[src/rtl/fault_test_pkg.sv]
// Shared constants, test-vector table, FSM state type and result payload for fault_test_sequencer.
package fault_test_pkg;

   localparam int unsigned NUM_VEC       = 7;
   localparam int unsigned IN_W          = 4;
   localparam int unsigned SETTLE_CYCLES = 2;

   localparam int unsigned CNT_W = $clog2(NUM_VEC + 1);
   localparam int unsigned IDX_W = $clog2(NUM_VEC);
   localparam int unsigned SET_W = $clog2(SETTLE_CYCLES + 1);

   // Element k is vector k, ordered {a,b,c,d}
   localparam logic [NUM_VEC-1:0][IN_W-1:0] TEST_VEC = {
      4'b1100, 4'b1000, 4'b0100, 4'b0011, 4'b0010, 4'b0001, 4'b0000
   };

   // Bit k is the golden response to vector k
   localparam logic [NUM_VEC-1:0] EXPECTED = 7'b1001011;

   typedef enum logic [1:0] {
      IDLE,
      SETTLE,
      COMPARE,
      DONE
   } seq_state_e;

   typedef struct packed {
      logic [NUM_VEC-1:0] mask;
      logic [CNT_W-1:0]   count;
      logic [IDX_W-1:0]   first_idx;
   } fault_result_t;

endpackage

[src/rtl/fault_test_sequencer_if.sv]
// Test-controller / CUT signal bundle for fault_test_sequencer.
interface fault_test_sequencer_if;
   import fault_test_pkg::*;

   logic               start;
   logic [IN_W-1:0]    cut_in;
   logic               cut_out;
   logic               busy;
   logic               done;
   logic               pass;
   logic [NUM_VEC-1:0] fail_mask;
   logic [CNT_W-1:0]   fail_count;
   logic [IDX_W-1:0]   first_fail_idx;

   // Tester side: issues start and returns the CUT response
   modport master (
      output start, cut_out,
      input  cut_in, busy, done, pass, fail_mask, fail_count, first_fail_idx
   );

   modport slave (
      input  start, cut_out,
      output cut_in, busy, done, pass, fail_mask, fail_count, first_fail_idx
   );

endinterface

[src/rtl/fault_test_sequencer_accum.sv]
// fault_result_accum: failure mask / count / first-failing-index register bank.
module fault_result_accum
   import fault_test_pkg::*;
(
   input  logic             clk,
   input  logic             rst_n,
   input  logic             clr_i,
   input  logic             mis_i,
   input  logic [IDX_W-1:0] idx_i,
   output fault_result_t    res_o
);

   fault_result_t res_q, res_d;

   always_comb begin
      res_d = res_q;
      if (clr_i) begin
         res_d = '0;
      end else if (mis_i) begin
         res_d.mask[idx_i] = 1'b1;
         res_d.count       = res_q.count + CNT_W'(1);
         if (res_q.count == '0) res_d.first_idx = idx_i;
      end
   end

   always_ff @(posedge clk or negedge rst_n) begin
      if (!rst_n) res_q <= '0;
      else        res_q <= res_d;
   end

   assign res_o = res_q;

endmodule

[src/rtl/fault_test_sequencer.sv]
// Applies the stuck-at vector table to the CUT and records mismatches.
// Build option FAULT_SEQ_ABORT_ON_FAIL_EN ends the run at the first mismatch.
module fault_test_sequencer
   import fault_test_pkg::*;
(
   input  logic                   clk,
   input  logic                   rst_n,
   fault_test_sequencer_if.slave  bus
);

   seq_state_e       state_q, state_d;
   logic [IDX_W-1:0] idx_q, idx_d;
   logic [SET_W-1:0] settle_q, settle_d;
   logic [IN_W-1:0]  cut_in_q, cut_in_d;
   logic             busy_q, busy_d;
   logic             done_q, done_d;
   logic             pass_q, pass_d;
   logic             clr_c;
   logic             mis_c;
   logic             end_c;
   fault_result_t    res;

   always_comb begin
      state_d  = state_q;
      idx_d    = idx_q;
      settle_d = settle_q;
      cut_in_d = cut_in_q;
      busy_d   = busy_q;
      done_d   = 1'b0;
      pass_d   = pass_q;
      clr_c    = 1'b0;
      mis_c    = (state_q == COMPARE) && (bus.cut_out != EXPECTED[idx_q]);
`ifdef FAULT_SEQ_ABORT_ON_FAIL_EN
      end_c    = (idx_q == IDX_W'(NUM_VEC - 1)) || mis_c;
`else
      end_c    = (idx_q == IDX_W'(NUM_VEC - 1));
`endif

      case (state_q)
         IDLE: begin
            if (bus.start) begin
               clr_c    = 1'b1;
               idx_d    = '0;
               settle_d = '0;
               cut_in_d = TEST_VEC[0];
               busy_d   = 1'b1;
               pass_d   = 1'b0;
               state_d  = SETTLE;
            end
         end
         SETTLE: begin
            settle_d = settle_q + SET_W'(1);
            if (settle_d == SET_W'(SETTLE_CYCLES)) state_d = COMPARE;
         end
         COMPARE: begin
            // pass must include this edge's mismatch, which the accumulator has not yet absorbed
            if (end_c) begin
               busy_d  = 1'b0;
               done_d  = 1'b1;
               pass_d  = (res.count == '0) && !mis_c;
               state_d = DONE;
            end else begin
               idx_d    = idx_q + IDX_W'(1);
               cut_in_d = TEST_VEC[idx_d];
               settle_d = '0;
               state_d  = SETTLE;
            end
         end
         DONE: begin
            state_d = IDLE;
         end
         default: begin
            state_d = IDLE;
         end
      endcase
   end

   always_ff @(posedge clk or negedge rst_n) begin
      if (!rst_n) begin
         state_q  <= IDLE;
         idx_q    <= '0;
         settle_q <= '0;
         cut_in_q <= '0;
         busy_q   <= 1'b0;
         done_q   <= 1'b0;
         pass_q   <= 1'b0;
      end else begin
         state_q  <= state_d;
         idx_q    <= idx_d;
         settle_q <= settle_d;
         cut_in_q <= cut_in_d;
         busy_q   <= busy_d;
         done_q   <= done_d;
         pass_q   <= pass_d;
      end
   end

   fault_result_accum u_accum (
      .clk   (clk),
      .rst_n (rst_n),
      .clr_i (clr_c),
      .mis_i (mis_c),
      .idx_i (idx_q),
      .res_o (res)
   );

   assign bus.cut_in         = cut_in_q;
   assign bus.busy           = busy_q;
   assign bus.done           = done_q;
   assign bus.pass           = pass_q;
   assign bus.fail_mask      = res.mask;
   assign bus.fail_count     = res.count;
   assign bus.first_fail_idx = res.first_idx;

endmodule
[src/flat_wrapper.sv]
// flat-port wrapper written by rule: the top's interface ports become plain ports
module fault_test_sequencer_flat import fault_test_pkg::*;
  (clk, rst_n, bus_start, bus_cut_out, bus_cut_in, bus_busy, bus_done, bus_pass, bus_fail_mask, bus_fail_count, bus_first_fail_idx);
  fault_test_sequencer_if bus_i ();
  input  logic clk;
  input  logic rst_n;
  input wire logic [$bits(bus_i.start)-1:0] bus_start;
  input wire logic [$bits(bus_i.cut_out)-1:0] bus_cut_out;
  output wire logic [$bits(bus_i.cut_in)-1:0] bus_cut_in;
  output wire logic [$bits(bus_i.busy)-1:0] bus_busy;
  output wire logic [$bits(bus_i.done)-1:0] bus_done;
  output wire logic [$bits(bus_i.pass)-1:0] bus_pass;
  output wire logic [$bits(bus_i.fail_mask)-1:0] bus_fail_mask;
  output wire logic [$bits(bus_i.fail_count)-1:0] bus_fail_count;
  output wire logic [$bits(bus_i.first_fail_idx)-1:0] bus_first_fail_idx;
  assign bus_i.start = bus_start;
  assign bus_i.cut_out = bus_cut_out;
  assign bus_cut_in = bus_i.cut_in;
  assign bus_busy = bus_i.busy;
  assign bus_done = bus_i.done;
  assign bus_pass = bus_i.pass;
  assign bus_fail_mask = bus_i.fail_mask;
  assign bus_fail_count = bus_i.fail_count;
  assign bus_first_fail_idx = bus_i.first_fail_idx;
  fault_test_sequencer u_core (.clk(clk), .rst_n(rst_n), .bus(bus_i));
endmodule
[config.mk]
export PLATFORM = sky130hd
export DESIGN_NAME = fault_test_sequencer_flat
export DESIGN_NICKNAME = d
export VERILOG_FILES = /design/src/rtl/fault_test_pkg.sv /design/src/rtl/fault_test_sequencer_if.sv /design/src/rtl/fault_test_sequencer_accum.sv /design/src/rtl/fault_test_sequencer.sv /design/src/flat_wrapper.sv
export SDC_FILE = /design/constraint.sdc
export NUM_CORES = 1
export LEC_CHECK = 0
export CELL_PAD_IN_SITES_DETAIL_PLACEMENT = 1
export CELL_PAD_IN_SITES_GLOBAL_PLACEMENT = 1
export CORE_UTILIZATION = 35
export CTS_CLUSTER_DIAMETER = 40
export DETAILED_ROUTE_END_ITERATION = 6
export GPL_ROUTABILITY_DRIVEN = 0
export PLACE_DENSITY = 0.76
export SLEW_MARGIN = 5
export SYNTH_ARGS = -nofsm -noshare
export SYNTH_HDL_FRONTEND = slang
export SYNTH_SLANG_ARGS = --single-unit
[constraint.sdc]
create_clock -name clk -period 2.4 [get_ports clk]
set_clock_uncertainty 0.15 [all_clocks]
set_input_delay 0.48 -clock clk [delete_from_list [all_inputs] [get_ports clk]]
set_output_delay 0.48 -clock clk [all_outputs]
set_load 0.1 [all_outputs]
==> impl_metrics.tcl <==
set metrics [dict create \
    syn_area_sq_um 1310 \
    p_leak_nw 0.825 \
    synth_cells 120 \
    yosysTopAreaCellShare 0.517 \
    synth_edf_count 0 \
    slowest_delay_ns 0.45 \
    setup_tns_ns 0 \
    grt_pass1_wl_mm 5.24 \
    rsz0062_at_grt "no" \
    syn-num-nets 131 \
    regToRegSetupSlack_ns 0.35 \
    grt_usage 0.172 \
    power_switching_w 0.000801 \
    path_class "flip-flop to flip-flop" \
    drive_above_1_share 0.237 \
    io-pin-count 24 \
    cts-root-buf "clkbuf_8" \
    arrival_ns 2.06 \
    syn_to_final_growth_pct 24.7 \
    hold_buffers 0 \
    hold_viol 0 \
    ys_top_cells_by_area "dfrtp_1 52%, ha_1 6.7%, a22o_1 2.7%" \
    remaining_drc_errors 0 \
    die_w_microns 63.1 \
    path_max_fanout 4 \
    status "complete, no violations" \
    final_common_cell "buf_4" \
    async_flop_share 1.00 \
    critPathSlowestCell "or4_4" \
    ys_warn_count 0 \
    clock_latency_ns 0.27 \
    dp_slack_ns 0.0711 \
    power_frac_comb 0.484 \
    hold_end "u_core.bus.busy$_DFFE_PN0P_" \
    power_frac_seq 0.367 \
    r2r_cells 6 \
    cts_tree "done" \
    vias 1020 \
    critPathBufInv 1 \
    layout_min_cycle_time_ns 2.05 \
    setup_viol 0 \
    path_clk_slew_ns 0.09 \
    grt_max_degree 28 \
    hp-start "u_core.bus.busy$_DFFE_PN0P_" \
    cp.required_ns 2.41 \
    cts_sinks 27 \
    die_area_sq_um 3980 \
    synth_top_area_cell "dfrtp_1" \
    utilization 0.470 \
    tightest_slew_ns 0.509 \
    critPathCaptureType "flip-flop" \
    r2r-end "u_core.u_accum.res_o[2]$_DFFE_PN0P_" \
    portBuffers 23 \
    place_area_sq_um 1590 \
    max_freq_ghz 0.487 \
    initial_core_util 0.377 \
    numCtsBuffers 3 \
    ir_drop_mv 0.573 \
    antenna_cells 0 \
    r2r-start "u_core.idx_q[0]$_DFFE_PN0P_" \
    hold_path_depth 1 \
    cts_buffer_depth 2 \
    startpoint_type "flip-flop" \
    die_y_microns 63.1 \
    slew_violations 0 \
    core_area_sq_um 3470 \
    synth_ff_type "dfrtp_1" \
    yosys.cell_types.count 36 \
    wl_per_cell_microns 15.7 \
    switching_share 0.464 \
    design_area_sq_um 1630 \
    ys_ff_latch 27 \
    post-cts-setup-buffers 0 \
    via_per_inst 5.15 \
    internal-power_w 0.000927 \
    drt-total-wl_mm 3.10 \
    nets 164 \
    cap_violations 0 \
    grt-ovfl-total 0 \
    hold_path_class "flip-flop to flip-flop" \
    worst_slack_ns 0.348 \
    yosysSeqAreaShare 0.517 \
    antenna_found_initial 0 \
    p_per_area_nw_per_um2 1060 \
    ant_nets 0 \
    crit_chain "inv_1 -> ha_1 -> nor2b_1 -> or4_4 -> a21o_1 -> mux2_4" \
    num_rows 21 \
    fin_crit_sh 0.855 \
    synth_area_per_cell_sq_um 10.9 \
    post_cts_resized 0 \
    slew_headroom 0.658 \
    first_iter_violations 39 \
    htree_levels 1 \
    drtPass1Iterations 4 \
    grt_pass1_vias 1071 \
    clkPwrFrac 0.148 \
    layout_common_cells "28 x buf_4, 27 x dfrtp_1, 9 x inv_1, 9 x nand2_1, 8 x nor2_1" \
    critPathTopFamily "simple AND/OR/NAND/NOR gates" \
    dp_hpwl_mm 2.30 \
]
layer usage:
metal	GRT usage	wire [microns]
met2	0.286	1510
met4	0.0756	38
met1	0.217	1430
met5	0	0
met3	0.0290	121
cell type report:
cell class / count / area [sq um]
flip-flops and latches: 27 / 676
well taps: 46 / 57.6
repair buffers: 31 / 240
clock buffers: 4 / 45.0
multi-input cells: 81 / 578
inverters: 9 / 33.8
fillers: 401 / 1840
logic make-up after synthesis:
| group | after synthesis | share of synthesized area |
|---|---|---|
| adder cells (fa/ha/maj) | 7 | 0.0670 |
| AO/OA/AOI/OAI | 33 | 0.178 |
| buffers and inverters | 12 | 0.0411 |
| flip-flops | 27 | 0.517 |
| XOR/XNOR | 2 | 0.0134 |
| AND/OR/NAND/NOR | 35 | 0.149 |
| multiplexers | 4 | 0.0344 |
Yosys cell counts (all sizes together) (2+ instances only):
cell    number
nand3        2
o211ai       3
o31ai        3
a31oi        3
a21oi        5
a32o         2
a21o         3
mux2i        3
buf          2
dfrtp       27
o21ai        5
nor3         2
nand2        9
nand2b       6
nor2b        3
inv          9
a22o         4
ha           7
nor2         8
power by group through the flow:
stage	logic, W	clock network [W]	registers (W)
floorplan	0.000332	0	0.000907
global placement	0.000818	0	0.000633
detailed placement	0.000847	0	0.000642
CTS	0.000848	0.000264	0.000635
global route	0.000901	0.000284	0.000649
finish	0.000837	0.000257	0.000634
worst max path at each step:
stage	cells past startpoint	slack, ns	startpoint	endpoint
final	6	0.35	u_core.idx_q[0]$_DFFE_PN0P_	u_core.u_accum.res_o[2]$_DFFE_PN0P_
after global placement	4	0.1	bus_cut_out	u_core.u_accum.res_o[2]$_DFFE_PN0P_
after detailed placement	4	0.07	bus_cut_out	u_core.u_accum.res_o[2]$_DFFE_PN0P_
after floorplan	6	0.19	u_core.idx_q[0]$_DFFE_PN0P_	u_core.u_accum.res_o[2]$_DFFE_PN0P_
after global routing	6	0.25	u_core.idx_q[0]$_DFFE_PN0P_	u_core.u_accum.res_o[2]$_DFFE_PN0P_
after CTS	6	0.33	u_core.idx_q[0]$_DFFE_PN0P_	u_core.u_accum.res_o[2]$_DFFE_PN0P_
state kept, by name (all words and copies together) (netlist names):
name and count:
u_core.u_accum.res_o 13, u_core.idx_q 3, u_core.settle_q 2, u_core.state_q 2
u_core.bus.cut_in 4, u_core.bus.pass 1, u_core.bus.busy 1, u_core.bus.done 1
per-stage QoR:
stage          hold WS, ns  power (W)  cells
5_1_grt              0.377    0.00183    198
3_5_place_dp         0.318    0.00149    194
6_report             0.333    0.00173    198
4_1_cts              0.338    0.00175    198
2_1_floorplan       0.0344    0.00124    120
3_3_place_gp         0.310    0.00145    194
No activity file was read; power rests on OpenSTA's default activity.
